### config.mk
export PLATFORM = sky130hd
export DESIGN_NAME = cache_evict_writer_flat
export DESIGN_NICKNAME = d
export VERILOG_FILES = /design/src/rtl/cache_evict_writer_if.sv /design/src/rtl/cache_evict_writer.sv /design/src/flat_wrapper.sv
export SDC_FILE = /design/constraint.sdc
export NUM_CORES = 1
export LEC_CHECK = 0
export ABC_AREA = 1
export CORE_MARGIN = 4
export CORE_UTILIZATION = 48
export DETAILED_ROUTE_END_ITERATION = 8
export PLACE_DENSITY = 0.82
export SKIP_LAST_GASP = 1
export SYNTH_ARGS = -nofsm -noshare
export SYNTH_HDL_FRONTEND = slang
export SYNTH_SLANG_ARGS = --single-unit
### constraint.sdc
create_clock -name clk_i -period 2.7 [get_ports clk_i]
set_input_delay 0.405 -clock clk_i [delete_from_list [all_inputs] [get_ports clk_i]]
set_output_delay 0.405 -clock clk_i [all_outputs]
set_load 0.005 [all_outputs]
### src/rtl/cache_evict_writer_if.sv
// Bus bundle for cache_evict_writer: victim queue input, tag/data array read port,
// memory write channel and dirty-clear strobe. master = the writer, slave = its environment.
interface cache_evict_writer_if #(
  parameter int IDX_W      = 10,
  parameter int WORD_W     = 64,
  parameter int LINE_WORDS = 4,
  parameter int ADDR_W     = 32
);
  localparam int WSEL_W = $clog2(LINE_WORDS);
  localparam int TAG_W  = ADDR_W - IDX_W - WSEL_W - $clog2(WORD_W/8);

  logic              evict_valid_i;
  logic [IDX_W-1:0]  evict_idx_i;
  logic              evict_ready_o;
  logic              rd_en_o;
  logic [IDX_W-1:0]  rd_idx_o;
  logic [WSEL_W-1:0] rd_word_o;
  logic [TAG_W-1:0]  rd_tag_i;
  logic              rd_dirty_i;
  logic [WORD_W-1:0] rd_data_i;
  logic              mem_valid_o;
  logic [ADDR_W-1:0] mem_addr_o;
  logic [WORD_W-1:0] mem_data_o;
  logic              mem_last_o;
  logic              mem_ready_i;
  logic              clr_dirty_o;
  logic [IDX_W-1:0]  clr_idx_o;

  modport master (
    input  evict_valid_i, evict_idx_i, rd_tag_i, rd_dirty_i, rd_data_i, mem_ready_i,
    output evict_ready_o, rd_en_o, rd_idx_o, rd_word_o, mem_valid_o, mem_addr_o,
           mem_data_o, mem_last_o, clr_dirty_o, clr_idx_o
  );
  modport slave (
    output evict_valid_i, evict_idx_i, rd_tag_i, rd_dirty_i, rd_data_i, mem_ready_i,
    input  evict_ready_o, rd_en_o, rd_idx_o, rd_word_o, mem_valid_o, mem_addr_o,
           mem_data_o, mem_last_o, clr_dirty_o, clr_idx_o
  );
endinterface

### src/rtl/cache_evict_writer.sv
// Queues LRU victims, reads tag/dirty/data from the cache arrays and writes dirty lines
// back to memory. Define EVICT_STATS_EN to add saturating eviction/writeback counters.
module cache_evict_writer #(
  parameter int IDX_W      = 10,
  parameter int WORD_W     = 64,
  parameter int LINE_WORDS = 4,
  parameter int ADDR_W     = 32,
  parameter int FIFO_DEPTH = 4
) (
  input  logic                 clk_i,
  input  logic                 rst_ni,
  cache_evict_writer_if.master bus,
  output logic                 busy_o
`ifdef EVICT_STATS_EN
  ,
  output logic [31:0]          stat_evicts_o,
  output logic [31:0]          stat_wbacks_o
`endif
);
  localparam int WSEL_W = $clog2(LINE_WORDS);
  localparam int OFF_W  = $clog2(WORD_W/8);
  localparam int TAG_W  = ADDR_W - IDX_W - WSEL_W - OFF_W;
  localparam int PTR_W  = $clog2(FIFO_DEPTH);

  typedef enum logic [2:0] {S_IDLE, S_TAG, S_RD, S_WR, S_CLR} state_e;

  state_e            state_q, state_d;
  logic [IDX_W-1:0]  fifo_q [FIFO_DEPTH];
  logic [IDX_W-1:0]  fifo_d [FIFO_DEPTH];
  logic [PTR_W-1:0]  wptr_q, wptr_d, rptr_q, rptr_d;
  logic [PTR_W:0]    cnt_q, cnt_d;
  logic [IDX_W-1:0]  cur_idx_q, cur_idx_d;
  logic [TAG_W-1:0]  tag_q, tag_d;
  logic [WSEL_W-1:0] word_q, word_d;
  logic [WORD_W-1:0] data_q, data_d;
  logic              first_q, first_d;
  logic              full, push, pop, last_word;
  logic [WORD_W-1:0] beat_data;

  assign full      = (cnt_q == (PTR_W+1)'(FIFO_DEPTH));
  assign push      = bus.evict_valid_i && !full;
  assign last_word = (word_q == WSEL_W'(LINE_WORDS-1));
  // The read returns data on the first WR cycle; afterwards the captured copy holds the beat.
  assign beat_data = first_q ? bus.rd_data_i : data_q;

  assign bus.evict_ready_o = !full;
  assign busy_o            = (state_q != S_IDLE) || (cnt_q != '0);

  always_comb begin
    fifo_d = fifo_q;
    wptr_d = wptr_q;
    rptr_d = rptr_q;
    cnt_d  = cnt_q;
    if (push) begin
      fifo_d[wptr_q] = bus.evict_idx_i;
      wptr_d         = wptr_q + PTR_W'(1);
    end
    if (pop) rptr_d = rptr_q + PTR_W'(1);
    case ({push, pop})
      2'b10:   cnt_d = cnt_q + (PTR_W+1)'(1);
      2'b01:   cnt_d = cnt_q - (PTR_W+1)'(1);
      default: cnt_d = cnt_q;
    endcase
  end

  always_comb begin
    state_d         = state_q;
    cur_idx_d       = cur_idx_q;
    tag_d           = tag_q;
    word_d          = word_q;
    data_d          = data_q;
    first_d         = 1'b0;
    pop             = 1'b0;
    bus.rd_en_o     = 1'b0;
    bus.rd_idx_o    = '0;
    bus.rd_word_o   = '0;
    bus.mem_valid_o = 1'b0;
    bus.mem_addr_o  = '0;
    bus.mem_data_o  = '0;
    bus.mem_last_o  = 1'b0;
    bus.clr_dirty_o = 1'b0;
    bus.clr_idx_o   = '0;
    case (state_q)
      S_IDLE: if (cnt_q != '0) begin
        pop          = 1'b1;
        cur_idx_d    = fifo_q[rptr_q];
        word_d       = '0;
        bus.rd_en_o  = 1'b1;
        bus.rd_idx_o = fifo_q[rptr_q];
        state_d      = S_TAG;
      end
      S_TAG: begin
        tag_d   = bus.rd_tag_i;
        state_d = bus.rd_dirty_i ? S_RD : S_IDLE;
      end
      S_RD: begin
        bus.rd_en_o   = 1'b1;
        bus.rd_idx_o  = cur_idx_q;
        bus.rd_word_o = word_q;
        first_d       = 1'b1;
        state_d       = S_WR;
      end
      S_WR: begin
        data_d          = beat_data;
        bus.mem_valid_o = 1'b1;
        bus.mem_addr_o  = {tag_q, cur_idx_q, word_q, {OFF_W{1'b0}}};
        bus.mem_data_o  = beat_data;
        bus.mem_last_o  = last_word;
        if (bus.mem_ready_i) begin
          if (last_word) state_d = S_CLR;
          else begin
            word_d  = word_q + WSEL_W'(1);
            state_d = S_RD;
          end
        end
      end
      S_CLR: begin
        bus.clr_dirty_o = 1'b1;
        bus.clr_idx_o   = cur_idx_q;
        state_d         = S_IDLE;
      end
      default: state_d = S_IDLE;
    endcase
  end

  always_ff @(posedge clk_i or negedge rst_ni) begin
    if (!rst_ni) begin
      state_q   <= S_IDLE;
      fifo_q    <= '{default: '0};
      wptr_q    <= '0;
      rptr_q    <= '0;
      cnt_q     <= '0;
      cur_idx_q <= '0;
      tag_q     <= '0;
      word_q    <= '0;
      data_q    <= '0;
      first_q   <= 1'b0;
    end else begin
      state_q   <= state_d;
      fifo_q    <= fifo_d;
      wptr_q    <= wptr_d;
      rptr_q    <= rptr_d;
      cnt_q     <= cnt_d;
      cur_idx_q <= cur_idx_d;
      tag_q     <= tag_d;
      word_q    <= word_d;
      data_q    <= data_d;
      first_q   <= first_d;
    end
  end

`ifdef EVICT_STATS_EN
  logic [31:0] evicts_q, evicts_d, wbacks_q, wbacks_d;

  always_comb begin
    evicts_d = evicts_q;
    wbacks_d = wbacks_q;
    if (pop && evicts_q != '1)             evicts_d = evicts_q + 32'd1;
    if (bus.clr_dirty_o && wbacks_q != '1) wbacks_d = wbacks_q + 32'd1;
  end

  always_ff @(posedge clk_i or negedge rst_ni) begin
    if (!rst_ni) begin
      evicts_q <= '0;
      wbacks_q <= '0;
    end else begin
      evicts_q <= evicts_d;
      wbacks_q <= wbacks_d;
    end
  end

  assign stat_evicts_o = evicts_q;
  assign stat_wbacks_o = wbacks_q;
`endif
endmodule
### src/flat_wrapper.sv
// flat-port wrapper written by rule: the top's interface ports become plain ports
module cache_evict_writer_flat 
#(
  parameter int IDX_W      = 10,
  parameter int WORD_W     = 64,
  parameter int LINE_WORDS = 4,
  parameter int ADDR_W     = 32,
  parameter int FIFO_DEPTH = 4
)
  (clk_i, rst_ni, busy_o, bus_evict_valid_i, bus_evict_idx_i, bus_rd_tag_i, bus_rd_dirty_i, bus_rd_data_i, bus_mem_ready_i, bus_evict_ready_o, bus_rd_en_o, bus_rd_idx_o, bus_rd_word_o, bus_mem_valid_o, bus_mem_addr_o, bus_mem_data_o, bus_mem_last_o, bus_clr_dirty_o, bus_clr_idx_o);
  cache_evict_writer_if #(.IDX_W(IDX_W), .WORD_W(WORD_W), .LINE_WORDS(LINE_WORDS), .ADDR_W(ADDR_W)) bus_i ();
  input  logic clk_i;
  input  logic rst_ni;
  output logic busy_o;
  input wire logic [$bits(bus_i.evict_valid_i)-1:0] bus_evict_valid_i;
  input wire logic [$bits(bus_i.evict_idx_i)-1:0] bus_evict_idx_i;
  input wire logic [$bits(bus_i.rd_tag_i)-1:0] bus_rd_tag_i;
  input wire logic [$bits(bus_i.rd_dirty_i)-1:0] bus_rd_dirty_i;
  input wire logic [$bits(bus_i.rd_data_i)-1:0] bus_rd_data_i;
  input wire logic [$bits(bus_i.mem_ready_i)-1:0] bus_mem_ready_i;
  output wire logic [$bits(bus_i.evict_ready_o)-1:0] bus_evict_ready_o;
  output wire logic [$bits(bus_i.rd_en_o)-1:0] bus_rd_en_o;
  output wire logic [$bits(bus_i.rd_idx_o)-1:0] bus_rd_idx_o;
  output wire logic [$bits(bus_i.rd_word_o)-1:0] bus_rd_word_o;
  output wire logic [$bits(bus_i.mem_valid_o)-1:0] bus_mem_valid_o;
  output wire logic [$bits(bus_i.mem_addr_o)-1:0] bus_mem_addr_o;
  output wire logic [$bits(bus_i.mem_data_o)-1:0] bus_mem_data_o;
  output wire logic [$bits(bus_i.mem_last_o)-1:0] bus_mem_last_o;
  output wire logic [$bits(bus_i.clr_dirty_o)-1:0] bus_clr_dirty_o;
  output wire logic [$bits(bus_i.clr_idx_o)-1:0] bus_clr_idx_o;
  assign bus_i.evict_valid_i = bus_evict_valid_i;
  assign bus_i.evict_idx_i = bus_evict_idx_i;
  assign bus_i.rd_tag_i = bus_rd_tag_i;
  assign bus_i.rd_dirty_i = bus_rd_dirty_i;
  assign bus_i.rd_data_i = bus_rd_data_i;
  assign bus_i.mem_ready_i = bus_mem_ready_i;
  assign bus_evict_ready_o = bus_i.evict_ready_o;
  assign bus_rd_en_o = bus_i.rd_en_o;
  assign bus_rd_idx_o = bus_i.rd_idx_o;
  assign bus_rd_word_o = bus_i.rd_word_o;
  assign bus_mem_valid_o = bus_i.mem_valid_o;
  assign bus_mem_addr_o = bus_i.mem_addr_o;
  assign bus_mem_data_o = bus_i.mem_data_o;
  assign bus_mem_last_o = bus_i.mem_last_o;
  assign bus_clr_dirty_o = bus_i.clr_dirty_o;
  assign bus_clr_idx_o = bus_i.clr_idx_o;
  cache_evict_writer #(.IDX_W(IDX_W), .WORD_W(WORD_W), .LINE_WORDS(LINE_WORDS), .ADDR_W(ADDR_W), .FIFO_DEPTH(FIFO_DEPTH)) u_core (.clk_i(clk_i), .rst_ni(rst_ni), .bus(bus_i), .busy_o(busy_o));
endmodule
## Word-level counts from Yosys, hierarchy flattened

Cells that the tools add are included.

- Reduce and logical (&&, ||, !) cells: 12
- Add/sub/neg operators: 5
- Multiplexer cells: 30
- Bitwise operators: 2
- Div/mod/pow operators: 0
- Order comparisons: 3
- Shift operators: 0
- Equality and inequality tests: 11
- $mul: 0

Operator list:

| kind | count |
|---|---|
| $mux 64 | 2 |
| $mux 10 | 5 |
| $bwmux 40 | 1 |
| $mux 32 | 1 |
| $bmux 10 s2 | 1 |
| $demux 10 s2 | 1 |
| $pmux 10 s2 | 1 |
| $pmux 3 s4 | 1 |
| $mux 2 | 5 |
| $mux 3 | 3 |
| $add 2x1->2 const B | 3 |
| $eq 3x2->1 const B | 2 |
| $eq 3x3->1 const B | 2 |
| $ge 3x3->1 const B | 2 |
| $mux 1 | 6 |
| $not 2->3 | 2 |
| $pmux 3 s2 | 1 |
| $reduce_bool 3->1 | 2 |
| $eq 2x2->1 const B | 2 |
| $ne 2x2->1 const B | 2 |
| $pmux 2 s2 | 1 |
| $reduce_and 2->1 | 2 |
| $reduce_and 4->1 | 1 |
| $reduce_bool 2->1 | 2 |
| other kinds (11) | 12 |

- Memories: 0
- Output and inout bits: 124
- Input port bits: 96
- Bits in latches: 0
- Flip-flop bits (word level): 144
- Memory bits (read-only): 0
- RAM bits: 0
- Logic and storage cells: 76

## Depth between registers and ports, before layout

- Depth in word-level cells: 6
- Gate-level depth with buffers: 11

## Least setup slack after synthesis

Ideal clock, no wire load.

- Path type: reg2reg
- Start: register u_core.state_q[1]
- End: register u_core.cnt_q[2]
- Setup slack: 0.672 ns
- Arrival: 1.897 ns
- Path buffers: 1
- Clock period less this slack: 2.028 ns
- Cell stages (with the launch flop): 11
- Library setup time: 0.131 ns
- Required time: 2.569 ns
- Cells stage by stage: dfrtp_1 nor2_1 nand3_1 inv_1 buf_4 ha_1 inv_1 fa_1 a21oi_1 o21ai_0 xor2_1

- Longest elaborated chain between the ends: 4
- Elaborated cells between the ends (all ways): 6
- Those cells by class: 2 x eq/ne; 2 x mux; 2 x reduce/logical

RTL lines:

| item | line | RTL |
|---|---|---|
| start, declared | cache_evict_writer.sv:27 | `state_e state_q, state_d;` |
| start signal, assigned | cache_evict_writer.sv:139 | `state_q <= state_d;` |
| $logic_not 3->1 (*) | cache_evict_writer.sv:83 | `case (state_q)` |
| $mux 1 (*) | cache_evict_writer.sv:83 |  |
| net u_core.pop | cache_evict_writer.sv:37 | `logic full, push, pop, last_word;` |
| $eq 2x1->1 or $eq 2x2->1 (tied branches) | cache_evict_writer.sv:59 | `case ({push, pop})` |
| $pmux 3 s2 or $reduce_bool 2->1 (tied branches) | -- |  |
| end signal, assigned | cache_evict_writer.sv:143 | `cnt_q <= cnt_d;` |
| end, declared | cache_evict_writer.sv:31 | `logic [PTR_W:0] cnt_q, cnt_d;` |

The timed path passes the listed nets; every way through them passes the cells marked *.
A chain may end at the register's enable or synchronous reset.

## Final worst setup path

- Start: register u_core.cnt_q[0]
- End: output bus_rd_idx_o[3]

- Longest elaborated chain between the ends: 3

RTL lines:

| item | line | RTL |
|---|---|---|
| $reduce_bool 3->1 | cache_evict_writer.sv:84 | `S_IDLE: if (cnt_q != '0) begin` |
| $mux 10 | cache_evict_writer.sv:84 |  |
| $pmux 10 s2 | cache_evict_writer.sv:83 |  |
| end, declared | flat_wrapper.sv:23 | `output wire logic [$bits(bus_i.rd_idx_o)-1:0] bus_rd_idx_o;` |

No other way between the ends.

==> results.cfg <==
[status]
status = finished clean

[layout]
antenna_cells = 0
final_nets = 1283
final_common_cell = nand2_1
drive_gt1_share_pct = 5.62
final_cell_mix = nand2_1 (242), clkdlybuf4s50_1 (215), inv_1 (199), o21ai_0 (177), dfrtp_1 (143)
final_util_pct = 70.2
syn2layout_area_growth_pct = 41.8
final_area_um2 = 10300

[critical_path]
crit_path_start_kind = flip-flop
crit_type = reg -> out
cp-end-kind = output port
critical-path-max-stage-delay_ps = 480
crit_chain = inv_1 -> nand3_1 -> nand3_4 -> clkinvlp_4 -> nand2_1 -> o21ai_0 -> clkdlybuf4s50_1
worstPathMaxFanout = 6
arrival_ps = 2200
crit_required_ps = 2300
slowest_stage = clkdlybuf4s50_1

[logic_synthesis]
syn_inst = 972
synth_area_um2 = 7250
yosysTopAreaCell = dfrtp_1
yosysTopAreaCellShare_pct = 49.7
synth.area.top_cells = dfrtp_1 (50%), nand2_1 (13%), o21ai_0 (12%), inv_1 (10%), nor2_1 (3.7%)
synth.distinct_cells = 24
synth_sequential_area_ratio_pct = 49.7
syn_area_per_cell_um2 = 7.46
yosysWarnings = 0
ys_ff_latch = 144

[cts]
clock_sinks = 144
clock_latency_ps = 420
cts_buffer_depth = 2
cts_buffers = 17
tritoncts = yes
path_clk_slew_ps = 60
cts.root.buffer_cell = clkbuf_16
cts_max_level = 4

[placement]
port_buffers = 216
pre_cts_ws_ps = 287
globalplace.congestion = 0.804
placed_area_um2 = 9600
place_hpwl_mm = 13.7

[worst_hold_path]
hold_class = in -> async

[sta]
setup_slack_ps = 93.5
fin_setup_tns_ps = 0
hold_violations = 0
finalMaxSlewViolations = 0
fin_crit_ps = 2610
fmax_ghz = 0.384
finalSetupViolCount = 0
slew_headroom_pct = 27.1
tightestPinTransition_ps = 1090
skew_ps = 6.16
final.period_utilization_pct = 96.5
rsz0062_at_grt = true

[floorplan]
rows = 44
start_util_pct = 49.5
die_w_um = 131
die-area_um2 = 17100
die_y_um = 131
core_um2 = 14600
io_pins = 220

[global_routing]
grt_pass1_vias = 6634
grt_pass1_wl_mm = 31.6
grtUsageTotal_pct = 23.3
grt_overflow = 0
antenna_found_initial = 0
grt_max_degree = 78

[power_and_ir_drop]
p_leak_nw = 5.19
fin_total_pwr_mw = 11.3
peakVddDrop_mv = 0.593
pwr_density_cell_nw_per_um2 = 1100

[detailed_routing]
wl_per_cell_um = 14.3
highest_layer = met4
route.met2.wl_mm = 9.42
first_iter_violations = 560
dr.pass1.iters = 5
wl_met3_mm = 1.40
detail-route-antenna-nets = 0
drcViolationCount = 0
routed_via_density = 4.90
vias = 6754
drt_wl_total_mm = 19.6
met1Wirelength_mm = 8.37

[run]
maxCapViolations = 0
-- per-stage QoR --
step | cells | hold slack (ps)
5_1_grt | 1377 | 88.2
2_1_floorplan | 974 | 109
3_5_place_dp | 1340 | 484
6_report | 1377 | 37.2
3_3_place_gp | 1340 | 463
4_1_cts | 1375 | 43.8
-- Yosys cell counts (all sizes together) --
library cell    n
fa              1
dfrtp         144
nor3            2
o211ai         20
inv           201
a21oi          19
xnor2           1
conb            1
ha              6
clkinv          1
xor2            2
nor2           74
buf            37
o21ai         193
nand3           7
nand4           1
clkbuf         18
nand2         244
-- cell families after synthesis --
logic type	count (synthesis)	synth area share (%)
AO/OA/AOI/OAI	232	16.7
adder cells (fa/ha/maj)	7	1.31
other	1	0.0517
XOR/XNOR	3	0.363
AND/OR/NAND/NOR	328	17.4
flip-flops	144	49.7
buffers and inverters	257	14.4
-- layer usage --
layer  GRT usage, %  up-vias
met5              0        -
met4           8.65        0
met3           6.46       31
met2           38.3      229
met1           29.6     3096
li1               -     3398
-- worst max-delay path: cells and delay by family (launching register included) --
family | cells | cell delay (ps)
AOI/OAI and AO/OA | 1 | 100
and+or+nand+nor | 3 | 470
DFF | 1 | 400
buffers and inverters | 3 | 810
-- what timing repair did --
action                                  4_1_cts  5_1_grt
hold buffers                                  0        0
endpoints found under the setup margin       17       24
resized for setup                             5        4
setup buffers                                 1        2
gates cloned                                  2        0
-- area by class of cell --
type | count | area, um2
Tap cell | 184 | 230
Clock inverter | 4 | 70.1
Inverter | 202 | 768
Timing Repair Buffer | 240 | 2430
Timing Repair inverter | 2 | 12.5
Clock buffer | 28 | 537
Sequential cell | 144 | 3610
Fill cell | 1150 | 4370
Multi-Input combinational cell | 573 | 2620
-- sequential cells by signal (all words and copies together) (netlist names) --
register / count
u_core.state_q: 3
u_core.cnt_q: 3
u_core.word_q: 2
u_core.cur_idx_q: 10
u_core.first_q: 1
u_core.tag_q: 17
u_core.wptr_q: 2
u_core.fifo_q: 40
u_core.data_q: 64
u_core.rptr_q: 2
-- path summary, 6_finish.rpt --
kind	slack, ps	end	startpoint	depth (start not counted)
max	90	bus_rd_idx_o[3]	u_core.cnt_q[0]$_DFFE_PN0P_	7
min	40	u_core.data_q[57]$_DFFE_PN0N_	rst_ni	1
max reg2reg	350	u_core.cnt_q[1]$_DFFE_PN0P_	u_core.cnt_q[0]$_DFFE_PN0P_	10
min reg2reg	500	u_core.fifo_q[32]$_DFFE_PN0P_	u_core.fifo_q[32]$_DFFE_PN0P_	2
max in group asynchronous	1930	u_core.fifo_q[17]$_DFFE_PN0P_	rst_ni	2
min in group clk_i	500	u_core.fifo_q[32]$_DFFE_PN0P_	u_core.fifo_q[32]$_DFFE_PN0P_	2
-- power breakdown --
| group | internal, mW | switching [mW] | total [mW] |
|---|---|---|---|
| Combinational | 2.36 | 3.08 | 5.44 |
| Clock | 1.53 | 0.830 | 2.36 |
| Sequential | 3.13 | 0.364 | 3.49 |
Power figures use the tool's default switching activity.
==> edit 1, RTL diff (same flow settings) <==
`tag_q` and `data_q` no longer have a reset.
--- a/src/rtl/cache_evict_writer.sv
+++ b/src/rtl/cache_evict_writer.sv
@@ -133,5 +133,3 @@
       cur_idx_q <= '0;
-      tag_q     <= '0;
       word_q    <= '0;
-      data_q    <= '0;
       first_q   <= 1'b0;
@@ -144,7 +142,10 @@
       cur_idx_q <= cur_idx_d;
-      tag_q     <= tag_d;
       word_q    <= word_d;
-      data_q    <= data_d;
       first_q   <= first_d;
     end
+  end
+
+  always_ff @(posedge clk_i) begin
+    tag_q  <= tag_d;
+    data_q <= data_d;
   end
Function: no difference found for any inputs over 10 cycles, from zero or initial values and one cycle with rst_ni low; that may be too few to reach the edited logic, so the function may still have changed.
==> edit 1 against the unedited design <==
Sequential power rose by 15%. Critical endpoint is now bus_rd_idx_o[7]. Cell area fell by 2.1%. Die area fell by 2.7%. Setup slack improved by 27 ps. Synthesized area fell by 2.9%. Sequential cell count did not move. Power rose by 8.7%. Routed wire length rose by 2.2%. Synthesized cell count fell by 16%. Clock skew rose by 0.81 ps. Combinational power rose by 8.5%. Core utilization rose by 1.2 points.
==> edit 1: results (changes against the unedited design) <==
{| class="wikitable"
! Metric !! Value
|-
| Asr flop ratio synth || 0.438 (-0.563)
|-
| Total of warnings raised by yosys || 0 (unchanged)
|-
| Proportion of total power due to net switching || 0.376 (-0.00230)
|-
| GR Util met1 || 0.314 (+0.0186)
|-
| Multiplexer share of the synthesized area || 0 (unchanged)
|-
| Most area-consuming cells after synthesis || edfxtp_1 35%, dfrtp_1 22%, nand2_1 16%
|-
| Filler cell count || 1074 (-6.6%)
|-
| Syn Inst Count || 813 (-16%)
|-
| Fraction of final layout cells with drive strength greater than 1 || 0.0933 (+0.0371)
|-
| I/O Buffers || 216 (unchanged)
|-
| Global router's overall resource usage || 0.236 (+0.00330)
|-
| Most frequent cells after synthesis || 301 x nand2_1, 81 x edfxtp_1, 67 x inv_1, 67 x nor2_1, 63 x dfrtp_1
|-
| Post-Synth Adder-Cell Area || 0.0135 (+0.000394)
|-
| DRT iter0 DRCs || 603 (+7.7%)
|-
| Cell-internal power || 0.00766 W (+9.1%)
|-
| Met2 Use GR || 0.375 (-0.00807)
|-
| Cell total after placement || 1185 (-12%)
|-
| Clock Skew || 6.96 ps (+0.807 ps)
|-
| Power consumed by combinational cells || 0.00590 W (+8.5%)
|-
| Detail Route met2 WL || 9550 um (+1.4%)
|-
| Largest stage delay on the critical path || 530 ps (+50 ps)
|-
| Part of the total power dissipated in sequential elements || 0.329 (+0.020)
|-
| Sum of negative setup slack || 0 ps (unchanged)
|-
| Outcome || complete, no violations
|-
| Top Family by Delay on Critical Path || buffers and inverters
|-
| Post-synth EDFFs || 81 (+81)
|-
| Yosys cell types || 27 (+13%)
|-
| Proportion of synthesized chip area in sequential cells || 0.570 (+0.0725)
|-
| Number of global-route vias before repair || 5956 (-10%)
|-
| First-pass GRT wire length || 30900 um (-2.0%)
|-
| Global routing usage on met3 || 0.0585 (-0.00610)
|-
| Leakage power || 4.47 nW (-14%)
|-
| First-pass iteration count of the detailed router || 5 (unchanged)
|-
| Pre-CTS setup slack || 474 ps (+187 ps)
|-
| Vias per std cell || 5.15 (+5.0%)
|-
| GP Congestion || 0.837 (+4.2%)
|-
| Largest vdd supply drop || 0.000535 V (-9.8%)
|-
| Sum of routed wire length over all layers || 20100 um (+2.2%)
|-
| Worst Max-Slew Pin Slew || 714 ps (-376 ps)
|-
| Number of nets in the layout || 1130 (-12%)
|-
| Number of buffers inserted during clock tree synthesis || 17 (unchanged)
|-
| Area post-placement || 9390 um^2 (-2.1%)
|-
| Total via count in the routed design || 6286 (-6.9%)
|-
| Post-route met1 wirelength || 8270 um (-1.2%)
|-
| Placed wire-length estimate || 13900 um (+1.8%)
|-
| Met3 Routed Length || 1730 um (+24%)
|-
| Maximum number of pins on one net before global-route repair || 66 (-15%)
|-
| Most used DFF post-synth || edfxtp_1
|-
| Area share of xor/xnor cells in the synthesized design || 0.00373 (+0.000109)
|-
| Critical Path Slowest Stage Cell || clkdlybuf4s50_1
|-
| Crit-path max FO || 15 (+9)
|-
| Top layer reached by signal wires || met4
|-
| Compound-Gate Fraction of Synth Area || 0.121 (-0.0458)
|-
| Data arrival, critical path || 2170 ps (-30 ps)
|}
==> edit 1: cell count changes after synthesis, sizes merged, moves of 5 or more <==
| cell | before | now |
|---|---|---|
| inv | 201 | 73 |
| o21ai | 193 | 83 |
| dfrtp | 144 | 63 |
| edfxtp | 0 | 81 |
| nand2 | 244 | 303 |
| a21oi | 19 | 65 |
| o211ai | 20 | 0 |
| nand3 | 7 | 18 |
| buf | 37 | 30 |
| clkbuf | 18 | 13 |
| nor2 | 74 | 69 |
==> edit 1: layout make-up <==
class,instances,area (um^2),share of cell area
flip-flops and latches,144,4010,0.399
multi-input cells,555,2540,0.252
repair buffers,236,2420,0.241
clock buffers,20,447,0.0444
inverters,73,277,0.0275
well taps,180,225,0.0224
clock inverters,12,141,0.0141
==> edit 1: final timing paths <==
kind / startpoint / cells past startpoint / end / slack [ps]
worst max-delay path: u_core.state_q[1]$_DFFE_PN0P_ / 9 / bus_rd_idx_o[7] / 120
worst max register to register: u_core.state_q[1]$_DFFE_PN0P_ / 13 / u_core.cnt_q[2]$_DFFE_PN0P_ / 590
worst min register to register: u_core.cnt_q[1]$_DFFE_PN0P_ / 2 / u_core.cnt_q[1]$_DFFE_PN0P_ / 500
worst min-delay path: rst_ni / 1 / u_core.fifo_q[35]$_DFFE_PN0P_ / 40
max in group asynchronous: rst_ni / 2 / u_core.state_q[1]$_DFFE_PN0P_ / 2020
min in group clk_i: u_core.cnt_q[1]$_DFFE_PN0P_ / 2 / u_core.cnt_q[1]$_DFFE_PN0P_ / 500
==> edit 1: repair_timing <==
action,CTS,global route
gates resized for setup,0,13
setup endpoints to repair,0,39
setup buffers,0,2
==> edit 2, RTL diff (config.mk and constraints unchanged) <==
Made on the original files. `WORD_W` is set to 64 in 3 places; all go to 128.
--- a/src/rtl/cache_evict_writer_if.sv
+++ b/src/rtl/cache_evict_writer_if.sv
@@ -4,3 +4,3 @@
   parameter int IDX_W      = 10,
-  parameter int WORD_W     = 64,
+  parameter int WORD_W     = 128,
   parameter int LINE_WORDS = 4,
--- a/src/rtl/cache_evict_writer.sv
+++ b/src/rtl/cache_evict_writer.sv
@@ -4,3 +4,3 @@
   parameter int IDX_W      = 10,
-  parameter int WORD_W     = 64,
+  parameter int WORD_W     = 128,
   parameter int LINE_WORDS = 4,
--- a/src/flat_wrapper.sv
+++ b/src/flat_wrapper.sv
@@ -4,3 +4,3 @@
   parameter int IDX_W      = 10,
-  parameter int WORD_W     = 64,
+  parameter int WORD_W     = 128,
   parameter int LINE_WORDS = 4,
Interface: changed (resized bus_mem_data_o, bus_rd_data_i and bus_rd_tag_i); port bits go from 220 to 347. The function was not compared with the original's and may differ.
==> edit 2 against the unedited design <==
Non-clock buffer count rose by 143. Setup slack worse by 80 ps. Synthesized area grew 46%. Sequential cell count increased by 63. Routed wire length grew 64%. Sequential share of layout area down 1.1 points. Register-to-register slack better by 50 ps. Power rose by 44%. Final cell count up 50%. Global-route usage grew 1.2 points. Hold slack better by 390 ps. Cell area increased by 48%. Core utilization is essentially flat. Clock skew up 5.2 ps. Critical path type unchanged. Largest power group unchanged.
==> edit 2: results (changes against the unedited design) <==
{| class="wikitable"
! Metric !! Value
|-
| Outcome || complete, no violations
|-
| Buffer share of cell area || 0.260 (+0.0238)
|-
| Maximum number of pins on one net before global-route repair || 67 (-14%)
|-
| Data arrival, critical path || 2280 ps (+80 ps)
|-
| Crit-path max FO || 22 (+16)
|-
| GP Congestion || 0.843 (+4.8%)
|-
| Count of non-CTS buffers in the layout || 383 (+60%)
|-
| Depth of the CTS H-tree || 1 (-3)
|-
| GR Util met1 || 0.313 (+0.0172)
|-
| Global routing usage on met3 || 0.0614 (-0.00324)
|-
| Num sequential || 207 (+44%)
|-
| Maximum number of buffers from clock root to sink || 3 (+1)
|-
| Compound-Gate Fraction of Synth Area || 0.174 (+0.00702)
|-
| Largest registers in the final layout || u_core.data_q (128), u_core.fifo_q (40), u_core.tag_q (16)
|-
| Yosys cell types || 26 (+8.3%)
|-
| Total via count in the routed design || 10300 (+52%)
|-
| Global router's overall resource usage || 0.245 (+0.0120)
|-
| Multi-input logic cell count || 827 (+44%)
|-
| Clock-cell share of area || 0.0477 (-0.0114)
|-
| Clock Skew || 11.4 ps (+5.24 ps)
|-
| Proportion of synthesized chip area in sequential cells || 0.488 (-0.00877)
|-
| Count of hold buffers inserted by post-cts repair || 1 (+1)
|-
| Number of nets in the layout || 1940 (+51%)
|-
| Largest vdd supply drop || 0.000713 V (+20%)
|-
| Sum of routed wire length over all layers || 32100 um (+64%)
|-
| Most frequent cells after synthesis || 370 x nand2_1, 326 x inv_1, 229 x o21ai_0, 207 x dfrtp_1, 91 x o21ai_1
|-
| Post CTS Setup Buffer Count || 3 (+2)
|-
| Leakage power || 7.83 nW (+51%)
|-
| Pre-CTS setup slack || 365 ps (+78.5 ps)
|-
| DRT iter0 DRCs || 806 (+44%)
|-
| Antenna diode count || 1 (+1)
|-
| Clock buffer instance count of the final layout || 31 (+11%)
|-
| Met2 Use GR || 0.412 (+0.0291)
|-
| Fraction of final layout cells with drive strength greater than 1 || 0.0520 (-0.00415)
|-
| Class of the tightest hold or removal check || in2async
|-
| Filler cell count || 1666 (+45%)
|-
| Clock latency on the worst-skew pair || 500 ps (+80 ps)
|-
| Most area-consuming cells after synthesis || dfrtp_1 49%, nand2_1 13%, inv_1 12%
|-
| Register fraction of the total cell area || 0.340 (-0.0113)
|-
| Area share of xor/xnor cells in the synthesized design || 0.00248 (-0.00115)
|-
| Total of warnings raised by yosys || 0 (unchanged)
|-
| Post-Synth Adder-Cell Area || 0.00897 (-0.00415)
|-
| First-pass iteration count of the detailed router || 7 (+2)
|-
| Proportion of total power due to net switching || 0.392 (+0.0133)
|-
| Nonclk inv count || 332 (+63%)
|-
| First-pass GRT wire length || 49600 um (+57%)
|-
| Number of gates resized after cts || 7 (+2)
|-
| Placed wire-length estimate || 21800 um (+59%)
|-
| Antenna violations before repair || 2 (+2)
|}
[edit 2: layer usage]
layer	part of all wire	routed length [um]	up-vias
li1	-	-	5039
met1	0.41	13300	4763
met2	0.48	15300	379
met3	0.080	2560	72
met4	0.030	954	2
met5	0.00062	20	-
[edit 2: through the flow]
stage                     cells  hold WS [ps]  area (um^2)  TNS (ps)  power, W
after detailed placement   2009           404        14200         0    0.0126
after global placement     2009           395        14200         0    0.0123
after floorplan            1447           109        10600         0   0.00946
final                      2069           424        15300         0    0.0163
after CTS                  2055           430        15000      -929    0.0159
after global routing       2069           464        15300     -1340    0.0176
[edit 2: power by group through the flow]
stage	registers [W]	logic, W	clock network (W)
5_1_grt	0.00503	0.00936	0.00324
6_report	0.00492	0.00832	0.00303
3_3_place_gp	0.00492	0.00738	0
3_5_place_dp	0.00498	0.00762	0
2_1_floorplan	0.00479	0.00467	0
4_1_cts	0.00491	0.00788	0.00309
[edit 2: worst paths after layout]
kind / from / end / slack, ps / depth (start not counted)
setup reg to reg: u_core.cnt_q[1]$_DFFE_PN0P_ / u_core.cnt_q[2]$_DFFE_PN0P_ / 400 / 10
hold reg to reg: u_core.fifo_q[11]$_DFFE_PN0P_ / u_core.fifo_q[11]$_DFFE_PN0P_ / 500 / 2
max in group asynchronous: rst_ni / u_core.fifo_q[5]$_DFFE_PN0P_ / 1410 / 3
min in group clk_i: bus_rd_tag_i[8] / u_core.tag_q[8]$_DFFE_PN0P_ / 470 / 3
hold / removal: rst_ni / u_core.tag_q[12]$_DFFE_PN0P_ / 420 / 2
setup / recovery: u_core.first_q$_DFF_PN0_ / bus_mem_data_o[107] / 10 / 6
[edit 2: critical path, cell delays in order (launching register included)]
cell	delay (ps)
dfrtp_4	570
buf_4	300
nand2_1	110
o21ai_1	120
nand2_1	100
inv_1	70
clkdlybuf4s50_1	490
